File: config.mk
export PLATFORM = sky130hd
export DESIGN_NAME = note_scroller
export DESIGN_NICKNAME = d
export VERILOG_FILES = /design/src/rtl/note_scroller_pkg.sv /design/src/rtl/note_scroller_slot_prio_enc.sv /design/src/rtl/note_scroller.sv
export SDC_FILE = /design/constraint.sdc
export NUM_CORES = 2
export LEC_CHECK = 0
export BUFFER_PORTS_ARGS = -buffer_cell sky130_fd_sc_hd__buf_2
export CORE_ASPECT_RATIO = 0.75
export CORE_MARGIN = 2
export CORE_UTILIZATION = 33
export CTS_CLUSTER_DIAMETER = 50
export DETAILED_ROUTE_END_ITERATION = 8
export PLACE_DENSITY = 0.53
export SLEW_MARGIN = 20
export SYNTH_ARGS = -nofsm -noshare
export SYNTH_HDL_FRONTEND = slang
export SYNTH_SLANG_ARGS = --single-unit
File: constraint.sdc
create_clock -name i_clk -period 11.44 [get_ports i_clk]
set_clock_uncertainty 0.2 [all_clocks]
set_input_delay 2.86 -clock i_clk [delete_from_list [all_inputs] [get_ports i_clk]]
set_output_delay 2.86 -clock i_clk [all_outputs]
set_load 0.05 [all_outputs]
File: src/rtl/note_scroller_pkg.sv
// Shared definitions for the note scroller: packet layout, lane geometry,
// screen height and the per-slot record.
package note_scroller_pkg;

  localparam int PKT_SLOT_LSB = 26;
  localparam int PKT_ID_LSB   = 20;
  localparam int PKT_Y_LSB    = 10;
  localparam int PKT_X_LSB    = 0;

  localparam logic [10:0] SCREEN_H = 11'd480;

  typedef enum logic [2:0] {
    ST_IDLE,
    ST_SCAN,
    ST_HIT,
    ST_CLEAR,
    ST_EMIT
  } state_t;

  typedef struct packed {
    logic [1:0] lane;
    logic [5:0] id;
    logic [9:0] y;
  } slot_t;

  // Lanes are 120 px apart, starting 44 px in from the left edge.
  function automatic logic [9:0] lane_x(input logic [1:0] lane);
    case (lane)
      2'd0:    return 10'd44;
      2'd1:    return 10'd164;
      2'd2:    return 10'd284;
      default: return 10'd404;
    endcase
  endfunction

  function automatic logic [31:0] make_pkt(input logic [5:0] slot, input logic [5:0] id,
                                           input logic [9:0] y, input logic [9:0] x);
    logic [31:0] p;
    p = '0;
    p[PKT_SLOT_LSB +: 6] = slot;
    p[PKT_ID_LSB   +: 6] = id;
    p[PKT_Y_LSB    +: 10] = y;
    p[PKT_X_LSB    +: 10] = x;
    return p;
  endfunction

endpackage

File: src/rtl/note_scroller_slot_prio_enc.sv
// Lowest-set-bit priority encoder; used to find the first free note slot.
module slot_prio_enc #(
  parameter int WIDTH = 64,
  parameter int IDXW  = 6
) (
  input  logic [WIDTH-1:0] i_mask,
  output logic [IDXW-1:0]  o_idx,
  output logic             o_any
);

  // Walk downward so the lowest set index is the last one written.
  always_comb begin
    o_idx = '0;
    o_any = 1'b0;
    for (int i = WIDTH - 1; i >= 0; i--) begin
      if (i_mask[i]) begin
        o_idx = IDXW'(i);
        o_any = 1'b1;
      end
    end
  end

endmodule

File: src/rtl/note_scroller.sv
// Note-slot engine: spawns notes into free slots, scrolls them once per frame,
// resolves player hits and streams slot updates to the display stage.
module note_scroller
  import note_scroller_pkg::*;
#(
  parameter int         LANES    = 4,
  parameter int         SLOTS    = 64,
  parameter logic [9:0] HIT_Y_LO = 10'd400
) (
  input  logic                       i_clk,
  input  logic                       i_reset,
  input  logic                       i_frame_tick,
  input  logic [2:0]                 i_speed,
  input  logic                       i_spawn_valid,
  output logic                       o_spawn_ready,
  input  logic [$clog2(LANES)-1:0]   i_spawn_lane,
  input  logic [5:0]                 i_spawn_id,
  input  logic                       i_hit_valid,
  output logic                       o_hit_ready,
  input  logic [$clog2(LANES)-1:0]   i_hit_lane,
  input  logic                       i_clear_all,
  output logic                       o_pkt_valid,
  input  logic                       i_pkt_ready,
  output logic [31:0]                o_pkt_data,
  output logic                       o_hit_pulse,
  output logic                       o_whiff_pulse,
  output logic                       o_miss_pulse,
  output logic [6:0]                 o_active_count
);

  localparam int LANE_W = $clog2(LANES);
  localparam int SLOT_W = $clog2(SLOTS);

  state_t             r_state, r_ret_state;
  logic [SLOT_W:0]    r_idx;
  logic [SLOTS-1:0]   r_valid;
  logic               r_frame_pend, r_clear_pend;
  logic [2:0]         r_speed;
  logic [LANE_W-1:0]  r_hit_lane;
  logic               r_best_found;
  logic [9:0]         r_best_y;
  logic [SLOT_W-1:0]  r_best_idx;
  logic               r_pkt_valid;
  logic [31:0]        r_pkt_data;
  logic               r_hit_pulse, r_whiff_pulse, r_miss_pulse;
  logic [6:0]         r_active_count;
  slot_t              r_slots [SLOTS];

  logic [SLOT_W-1:0]  w_cur_idx, w_free_idx;
  slot_t              w_cur;
  logic [10:0]        w_y_new;
  logic               w_idx_done, w_free_any, w_on_screen, w_hit_cand;
  logic               w_idle_free, w_spawn_fire, w_scan_live, w_go_clear;

  slot_prio_enc #(.WIDTH(SLOTS), .IDXW(SLOT_W)) u_free_enc (
    .i_mask (~r_valid),
    .o_idx  (w_free_idx),
    .o_any  (w_free_any)
  );

  assign w_cur_idx   = r_idx[SLOT_W-1:0];
  assign w_idx_done  = r_idx[SLOT_W];
  assign w_cur       = r_slots[w_cur_idx];
  assign w_y_new     = {1'b0, w_cur.y} + {8'd0, r_speed};
  assign w_on_screen = w_y_new < SCREEN_H;
  assign w_hit_cand  = r_valid[w_cur_idx] && (w_cur.lane == r_hit_lane) &&
                       (w_cur.y >= HIT_Y_LO) && ({1'b0, w_cur.y} < SCREEN_H);

  // Handshake readies follow the IDLE priority order: clear, frame, hit, spawn.
  assign w_idle_free   = (r_state == ST_IDLE) && !r_clear_pend && !r_frame_pend;
  assign o_hit_ready   = !i_reset && w_idle_free && i_hit_valid;
  assign o_spawn_ready = !i_reset && w_idle_free && !i_hit_valid && w_free_any;
  assign w_spawn_fire  = i_spawn_valid && o_spawn_ready;
  assign w_scan_live   = (r_state == ST_SCAN) && !r_clear_pend && !w_idx_done &&
                         r_valid[w_cur_idx];
  // A pending clear preempts scans and hits, but never cuts a packet short.
  assign w_go_clear    = r_clear_pend &&
                         ((r_state == ST_IDLE) || (r_state == ST_SCAN) || (r_state == ST_HIT) ||
                          ((r_state == ST_EMIT) && i_pkt_ready));

  always_ff @(posedge i_clk) begin
    if (w_spawn_fire) begin
      r_slots[w_free_idx] <= '{lane: i_spawn_lane, id: i_spawn_id, y: 10'd0};
    end else if (w_scan_live && w_on_screen) begin
      r_slots[w_cur_idx].y <= w_y_new[9:0];
    end
  end

  always_ff @(posedge i_clk or posedge i_reset) begin
    if (i_reset) begin
      r_state        <= ST_IDLE;
      r_ret_state    <= ST_IDLE;
      r_idx          <= '0;
      r_valid        <= '0;
      r_frame_pend   <= 1'b0;
      r_clear_pend   <= 1'b0;
      r_speed        <= '0;
      r_hit_lane     <= '0;
      r_best_found   <= 1'b0;
      r_best_y       <= '0;
      r_best_idx     <= '0;
      r_pkt_valid    <= 1'b0;
      r_pkt_data     <= '0;
      r_hit_pulse    <= 1'b0;
      r_whiff_pulse  <= 1'b0;
      r_miss_pulse   <= 1'b0;
      r_active_count <= '0;
    end else begin
      r_hit_pulse   <= 1'b0;
      r_whiff_pulse <= 1'b0;
      r_miss_pulse  <= 1'b0;
      if (w_go_clear) begin
        r_state        <= ST_CLEAR;
        r_idx          <= '0;
        r_valid        <= '0;
        r_active_count <= '0;
        r_clear_pend   <= 1'b0;
        r_pkt_valid    <= 1'b0;
      end else begin
        case (r_state)
          ST_IDLE: begin
            if (r_frame_pend) begin
              r_state      <= ST_SCAN;
              r_speed      <= i_speed;
              r_frame_pend <= 1'b0;
              r_idx        <= '0;
            end else if (o_hit_ready) begin
              r_state      <= ST_HIT;
              r_hit_lane   <= i_hit_lane;
              r_idx        <= '0;
              r_best_found <= 1'b0;
            end else if (w_spawn_fire) begin
              r_valid[w_free_idx] <= 1'b1;
              r_active_count      <= r_active_count + 1'b1;
            end
          end
          ST_SCAN: begin
            if (w_idx_done) begin
              r_state <= ST_IDLE;
            end else begin
              r_idx <= r_idx + 1'b1;
              if (r_valid[w_cur_idx]) begin
                r_pkt_valid <= 1'b1;
                r_state     <= ST_EMIT;
                r_ret_state <= ST_SCAN;
                if (w_on_screen) begin
                  r_pkt_data <= make_pkt(w_cur_idx, w_cur.id, w_y_new[9:0], lane_x(w_cur.lane));
                end else begin
                  r_pkt_data          <= make_pkt(w_cur_idx, 6'd0, 10'd0, 10'd0);
                  r_valid[w_cur_idx]  <= 1'b0;
                  r_active_count      <= r_active_count - 1'b1;
                  r_miss_pulse        <= 1'b1;
                end
              end
            end
          end
          ST_HIT: begin
            if (!w_idx_done) begin
              r_idx <= r_idx + 1'b1;
              // Strict compare keeps the lowest index on equal y.
              if (w_hit_cand && (!r_best_found || (w_cur.y > r_best_y))) begin
                r_best_found <= 1'b1;
                r_best_y     <= w_cur.y;
                r_best_idx   <= w_cur_idx;
              end
            end else if (r_best_found) begin
              r_valid[r_best_idx] <= 1'b0;
              r_active_count      <= r_active_count - 1'b1;
              r_hit_pulse         <= 1'b1;
              r_pkt_data          <= make_pkt(r_best_idx, 6'd0, 10'd0, 10'd0);
              r_pkt_valid         <= 1'b1;
              r_state             <= ST_EMIT;
              r_ret_state         <= ST_IDLE;
            end else begin
              r_whiff_pulse <= 1'b1;
              r_state       <= ST_IDLE;
            end
          end
          ST_CLEAR: begin
            if (w_idx_done) begin
              r_state <= ST_IDLE;
            end else begin
              r_pkt_data  <= make_pkt(w_cur_idx, 6'd0, 10'd0, 10'd0);
              r_pkt_valid <= 1'b1;
              r_state     <= ST_EMIT;
              r_ret_state <= ST_CLEAR;
              r_idx       <= r_idx + 1'b1;
            end
          end
          ST_EMIT: begin
            if (i_pkt_ready) begin
              r_pkt_valid <= 1'b0;
              r_state     <= r_ret_state;
            end
          end
          default: r_state <= ST_IDLE;
        endcase
      end
      if (i_frame_tick) r_frame_pend <= 1'b1;
      if (i_clear_all)  r_clear_pend <= 1'b1;
    end
  end

  assign o_pkt_valid    = r_pkt_valid;
  assign o_pkt_data     = r_pkt_data;
  assign o_hit_pulse    = r_hit_pulse;
  assign o_whiff_pulse  = r_whiff_pulse;
  assign o_miss_pulse   = r_miss_pulse;
  assign o_active_count = r_active_count;

endmodule

# Yosys cells after proc, flatten, opt, wreduce, memory -nomap -nowiden
# Memories as Yosys holds them, arrays and structs flattened.
# Index checks and enable logic that the tools add are counted.
# totals
latchBits	0
in_bits	20
reg_bits	144
n_memories	1
romBits	0
out_inout_bits	45
ramBits	1152
word_cells	348
# mem_list
name	depth	word_bits	read_ports	rd_clocked_by_memory_dff	wr	line_no	rtl
r_slots	64	18	1	0	1	note_scroller.sv:47	slot_t r_slots [SLOTS];
# classes
n_mul	0
n_mux	224
n_reduce_logical	52
eq_ne	30
div	0
n_lt_le_gt_ge	10
shift	0
bitwise	9
add_sub_neg	4
# op_table
cell	n
$mux 64	9
$mux 6	65
$not 64->64	3
$pmux 64 s3	1
$mux 32	5
$and 64x64->64	2
$mux 1	102
$pmux 32 s3	1
$mux 7	13
$or 64x64->64	1
$mux 3	14
$ne 3x3->1 const B	9
$pmux 9 s3	1
$mux 26	1
$lt 6x7->1 const B	3
$pmux 7 s3	1
$logic_and 1x1->1	20
$demux 1 s6	3
$ge 6x1->1 const B	3
$mux 18	1
$reduce_or 18->1	1
$ne 2x2->1 const B	8
$pmux 3 s5	1
$add 7x1->7 const B	2
other kinds (38)	59

# Logic depth before layout (Yosys ltp)
# logic_depth
word_depth	75
depth_mapped	30
depth_no_buf	21

# Cells and area by module
# From an unflattened synthesis, not the netlist that was laid out.
# unflattened
cells_unflattened	3719
hier_area_um2	54219.5
# by_module_without_submodules
mod	cells_per_inst	seq_area_each_um2	area_per_inst_um2	n_inst
note_scroller	3579	38046.5	53456.3	1
slot_prio_enc	140	0.0	763.2	1

# Least setup slack after synthesis
# No wires, ideal clock.
# synth_timing
kind	register to register
start	reg r_idx[1]
end	mem r_slots[0][4] in the netlist's numbering, data pin
setup_ns	0.732
period_less_slack_ns	8.553
path_buffers	10
setup_slack_ns	2.887
required_time_ns	10.508
arrival_time_ns	7.621
path_stages_with_launch	27
cell_sequence	dfrtp_1 buf_6 buf_6 buf_6 buf_6 buf_6 buf_6 buf_2 clkbuf_1 clkbuf_1 clkbuf_1 mux2i_1 o21ai_0 o21ai_0 nand3_1 a21oi_1 nand3_1 ha_1 fa_1 a21o_1 and2_1 nand4_1 or4_1 a311oi_2 a211oi_4 inv_2 a211oi_1
# synth_rtl
element	line_no	rtl
from (decl)	note_scroller.sv:35	logic [SLOT_W:0] r_idx;
from (signal assigned)	note_scroller.sv:141	r_idx <= r_idx + 1'b1;
from (signal assigned)	note_scroller.sv:159	r_idx <= r_idx + 1'b1;
from (signal assigned)	note_scroller.sv:187	r_idx <= r_idx + 1'b1;
to (decl)	note_scroller.sv:47	

==> results.md <==
* DR WL/cell at ~32 µm
* Core Area at 162600 µm²
* Asr flop ratio synth at between 10% and 20%
* Via density at roughly 6.0
* Seq/Total Area, Yosys at 70.38%
* Antenna violations before repair at 9
* Outcome: finished, final reports clean
* Hold WS at between 0.2 and 0.25 ns
* Synthesized netlist cell count at approximately 3600
* # rows at 128
* Leakage at 19.78 nW
* Cell Area, Synth at around 54000 µm²
* H-tree depth at 4
* Post-CTS sizing at 0
* Crit path from: r_idx[2]
* PwrDens at between 200 and 250 nW/µm²
* Clk Latency, worst-skew pair at approximately 0.8 ns
* Largest net degree at the start of global routing at between 90 and 100
* Worst Tran Pin Value at 1.236 ns
* Final Slew Violations at 0
* Crit path time final at between 8 and 9 ns
* Synth area leaders: edfxtp_1, dfrtp_1, o22ai_1
* CTS tree: yes
* Starting DRT DRC Count at 5720
* Initial Util at approximately 33%
* Relative slew slack at between 10% and 20%
* CP Class: register to register
* Synth warnings at 0
* Fillers at approximately 15000
* Nets at about 3800
* CTS clk-pin slew, worst paths at roughly 0.06 ns
* Setup-failing EPs final at 0
* Most frequent cell on the critical path: buf_4
* Global-route wire length before repair at 267600 µm
* EDFF count, synth at between 1000 and 1500
* Bufs and invs on worst path at 4
* Critical path data required time at between 10 and 15 ns
* # port buffers at 60
* DRC viols at 0
* Commonest non-fill, non-tap cell in the layout: edfxtp_1
* Worst path slowest cell: dfrtp_4
* Post-CTS Hold Buffers at 0
* Ratio of cells with drive above 1 in the final layout at between 10% and 20%
* Clk buf depth at 3
* Root buf cell: clkbuf_16
* Routed vias at about 36000
* Most frequent cells in the layout: edfxtp_1, nor2_1, o22ai_1, a21oi_1, clkbuf_16
* WHS Endpoint: r_best_y[7]
* Worst path top cell family by delay: compound AO/OA/AOI/OAI gates
* Worst Path Max Fanout at 52
* Die width at around 470 µm
* Crit path launch type: register
* Ports at 65
* Post-CTS Repair Setup Buffers at 0
* Register bit total from synthesis at 1290
* CTS Buf Count at between 100 and 150
* Yosys top cell area share at 63.99%
* Reg-to-Reg End: r_slots[36][5]
* Crit-path max cell delay at about 0.97 ns
* Setup crit end kind: register
* Number of global-route vias before repair at between 30000 and 40000
* RSZ-0062 raised after global routing: false
* Critical Path AT at roughly 8.7 ns
* Max_cap viols at 0
* Reg2reg setup slack at just under 3 ns
* Synth Flop Type: edfxtp_1
* Total Routing Usage GR at roughly 22%
* Fmax at ~120 MHz
* Die area at roughly 170000 µm²
* Final wirelength at roughly 190000 µm
* Hold WC Path Type: register to register
* Synth area leader: edfxtp_1
* Total congestion overflow at 0
* Hold depth at 2
* Fin. Hold Viols at 0
* Setup TNS Final at 0 ns
* TritonCTS Sinks at approximately 1300
* Reg2reg path depth at 20
* Post-synth cell types at 98
* Worst r2r src: r_idx[2]
* Area growth from synthesis to final layout at 13.88%
* Pre-Repair DR Iteration Count at 6
* Avg Inst Size Synth at approximately 15 µm²
* Cells along the critical path: buf_4 > nand2b_1 > buf_4 > o21ai_0 > a221oi_1 > o21ai_0 > a32oi_1 > nand3_1 > ha_1 > fa_1 > a21o_1 > and2_1 > nand4_1 > or4_1 > a311oi_2 > a211oi_4 > buf_4 > inv_2 > o31a_1 > nor2_1
* Die Y at between 300 and 400 µm
* Final period util at ~74%
* Hold_sp: r_best_y[7]
* GP Congestion at around 0.94
* VDD IR-drop max at roughly 0.12 mV
* ANT nets after route at 0
* Hpwl dp at ~120000 µm
[state kept, by name (all words and copies together) (netlist names), 2 cells and up]
register and count:
r_ret_state 2, r_state 3, r_slots 1152, r_best_idx 6, r_hit_lane 2, o_active_count 7
o_pkt_data 27, r_idx 7, r_speed 3, r_valid 64, r_best_y 10
[metrics by stage]
stage               std cells  worst slack, ns  utilization (%)  power [mW]  area [µm²]
global route             6018            2.593            37.87       14.37       61560
CTS                      6018            2.901            37.85       13.90       61530
finish                   6020            2.950            37.87       13.93       61570
global placement         5773            3.068            35.13       9.496       57110
floorplan                3715            2.887                -       8.013       54310
detailed placement       5774            2.949            35.17       9.521       57170
[cell type report]
class                   instances  area, µm²  area share (%)
flip-flops and latches       1290      38060           61.82
multi-input cells            2095      15010           24.37
clock buffers                 167       3508           5.699
well taps                    2145       2684           4.359
repair buffers                176       1191           1.935
clock inverters                77      852.1           1.384
inverters                      68      260.3          0.4227
diodes                          2      5.005        0.008129
[power breakdown]
part | switching [mW] | leakage (nW) | total [mW] | internal [mW]
logic | 2.82 | 5.32 | 3.87 | 1.05
clock network | 1.94 | 2.11 | 4.42 | 2.48
registers | 0.139 | 12.3 | 5.64 | 5.50
[cell families after synthesis]
kind of cell             share of synthesized area (%)
AO/OA/AOI/OAI                                    13.86
XOR/XNOR                                        0.2106
adder cells (fa/ha/maj)                         0.5138
buffers and inverters                            2.942
flip-flops                                       70.38
multiplexers                                     5.756
other                                         0.006937
AND/OR/NAND/NOR                                  6.332
[worst max path at each step]
| stage | end | slack [ns] | cells past startpoint |
|---|---|---|---|
| floorplan | r_slots[0][4] | 2.89 | 26 |
| global placement | r_slots[54][4] | 3.07 | 19 |
| detailed placement | r_slots[54][6] | 2.95 | 19 |
| CTS | r_slots[54][6] | 2.90 | 19 |
| global route | r_slots[0][5] | 2.59 | 19 |
| finish | r_slots[36][5] | 2.95 | 20 |
[layer usage]
layer	vias up	global-route usage (%)	part of all wire [%]
li1	14850	-	-
met1	18850	34.35	45
met2	2258	30.10	40
met3	340	5.885	12
met4	2	6.637	2.8
met5	-	0	0.0068
[synthesized netlist by cell type, types with 55 or more instances]
| cell | count |
|---|---|
| a22oi_1 | 103 |
| o21ai_0 | 125 |
| nand2_1 | 139 |
| mux2i_1 | 106 |
| mux2_2 | 71 |
| a221oi_1 | 78 |
| edfxtp_1 | 1152 |
| a21oi_1 | 172 |
| nand3_1 | 55 |
| nor2_1 | 260 |
| clkbuf_1 | 157 |
| inv_1 | 62 |
| a31oi_1 | 60 |
| dfrtp_1 | 138 |
| o22ai_1 | 199 |
| o221ai_1 | 55 |
[worst register-to-register path: cells and delay by family (launching register included)]
kind | cells | cell delay (ns)
AO/OA/AOI/OAI | 8 | 2.21
adder cells (fa/ha/maj) | 2 | 0.78
flip-flops | 1 | 0.97
buffers and inverters | 4 | 1.93
AND/OR/NAND/NOR | 6 | 2.02
Note: power is estimated with default switching activity, not from simulation.
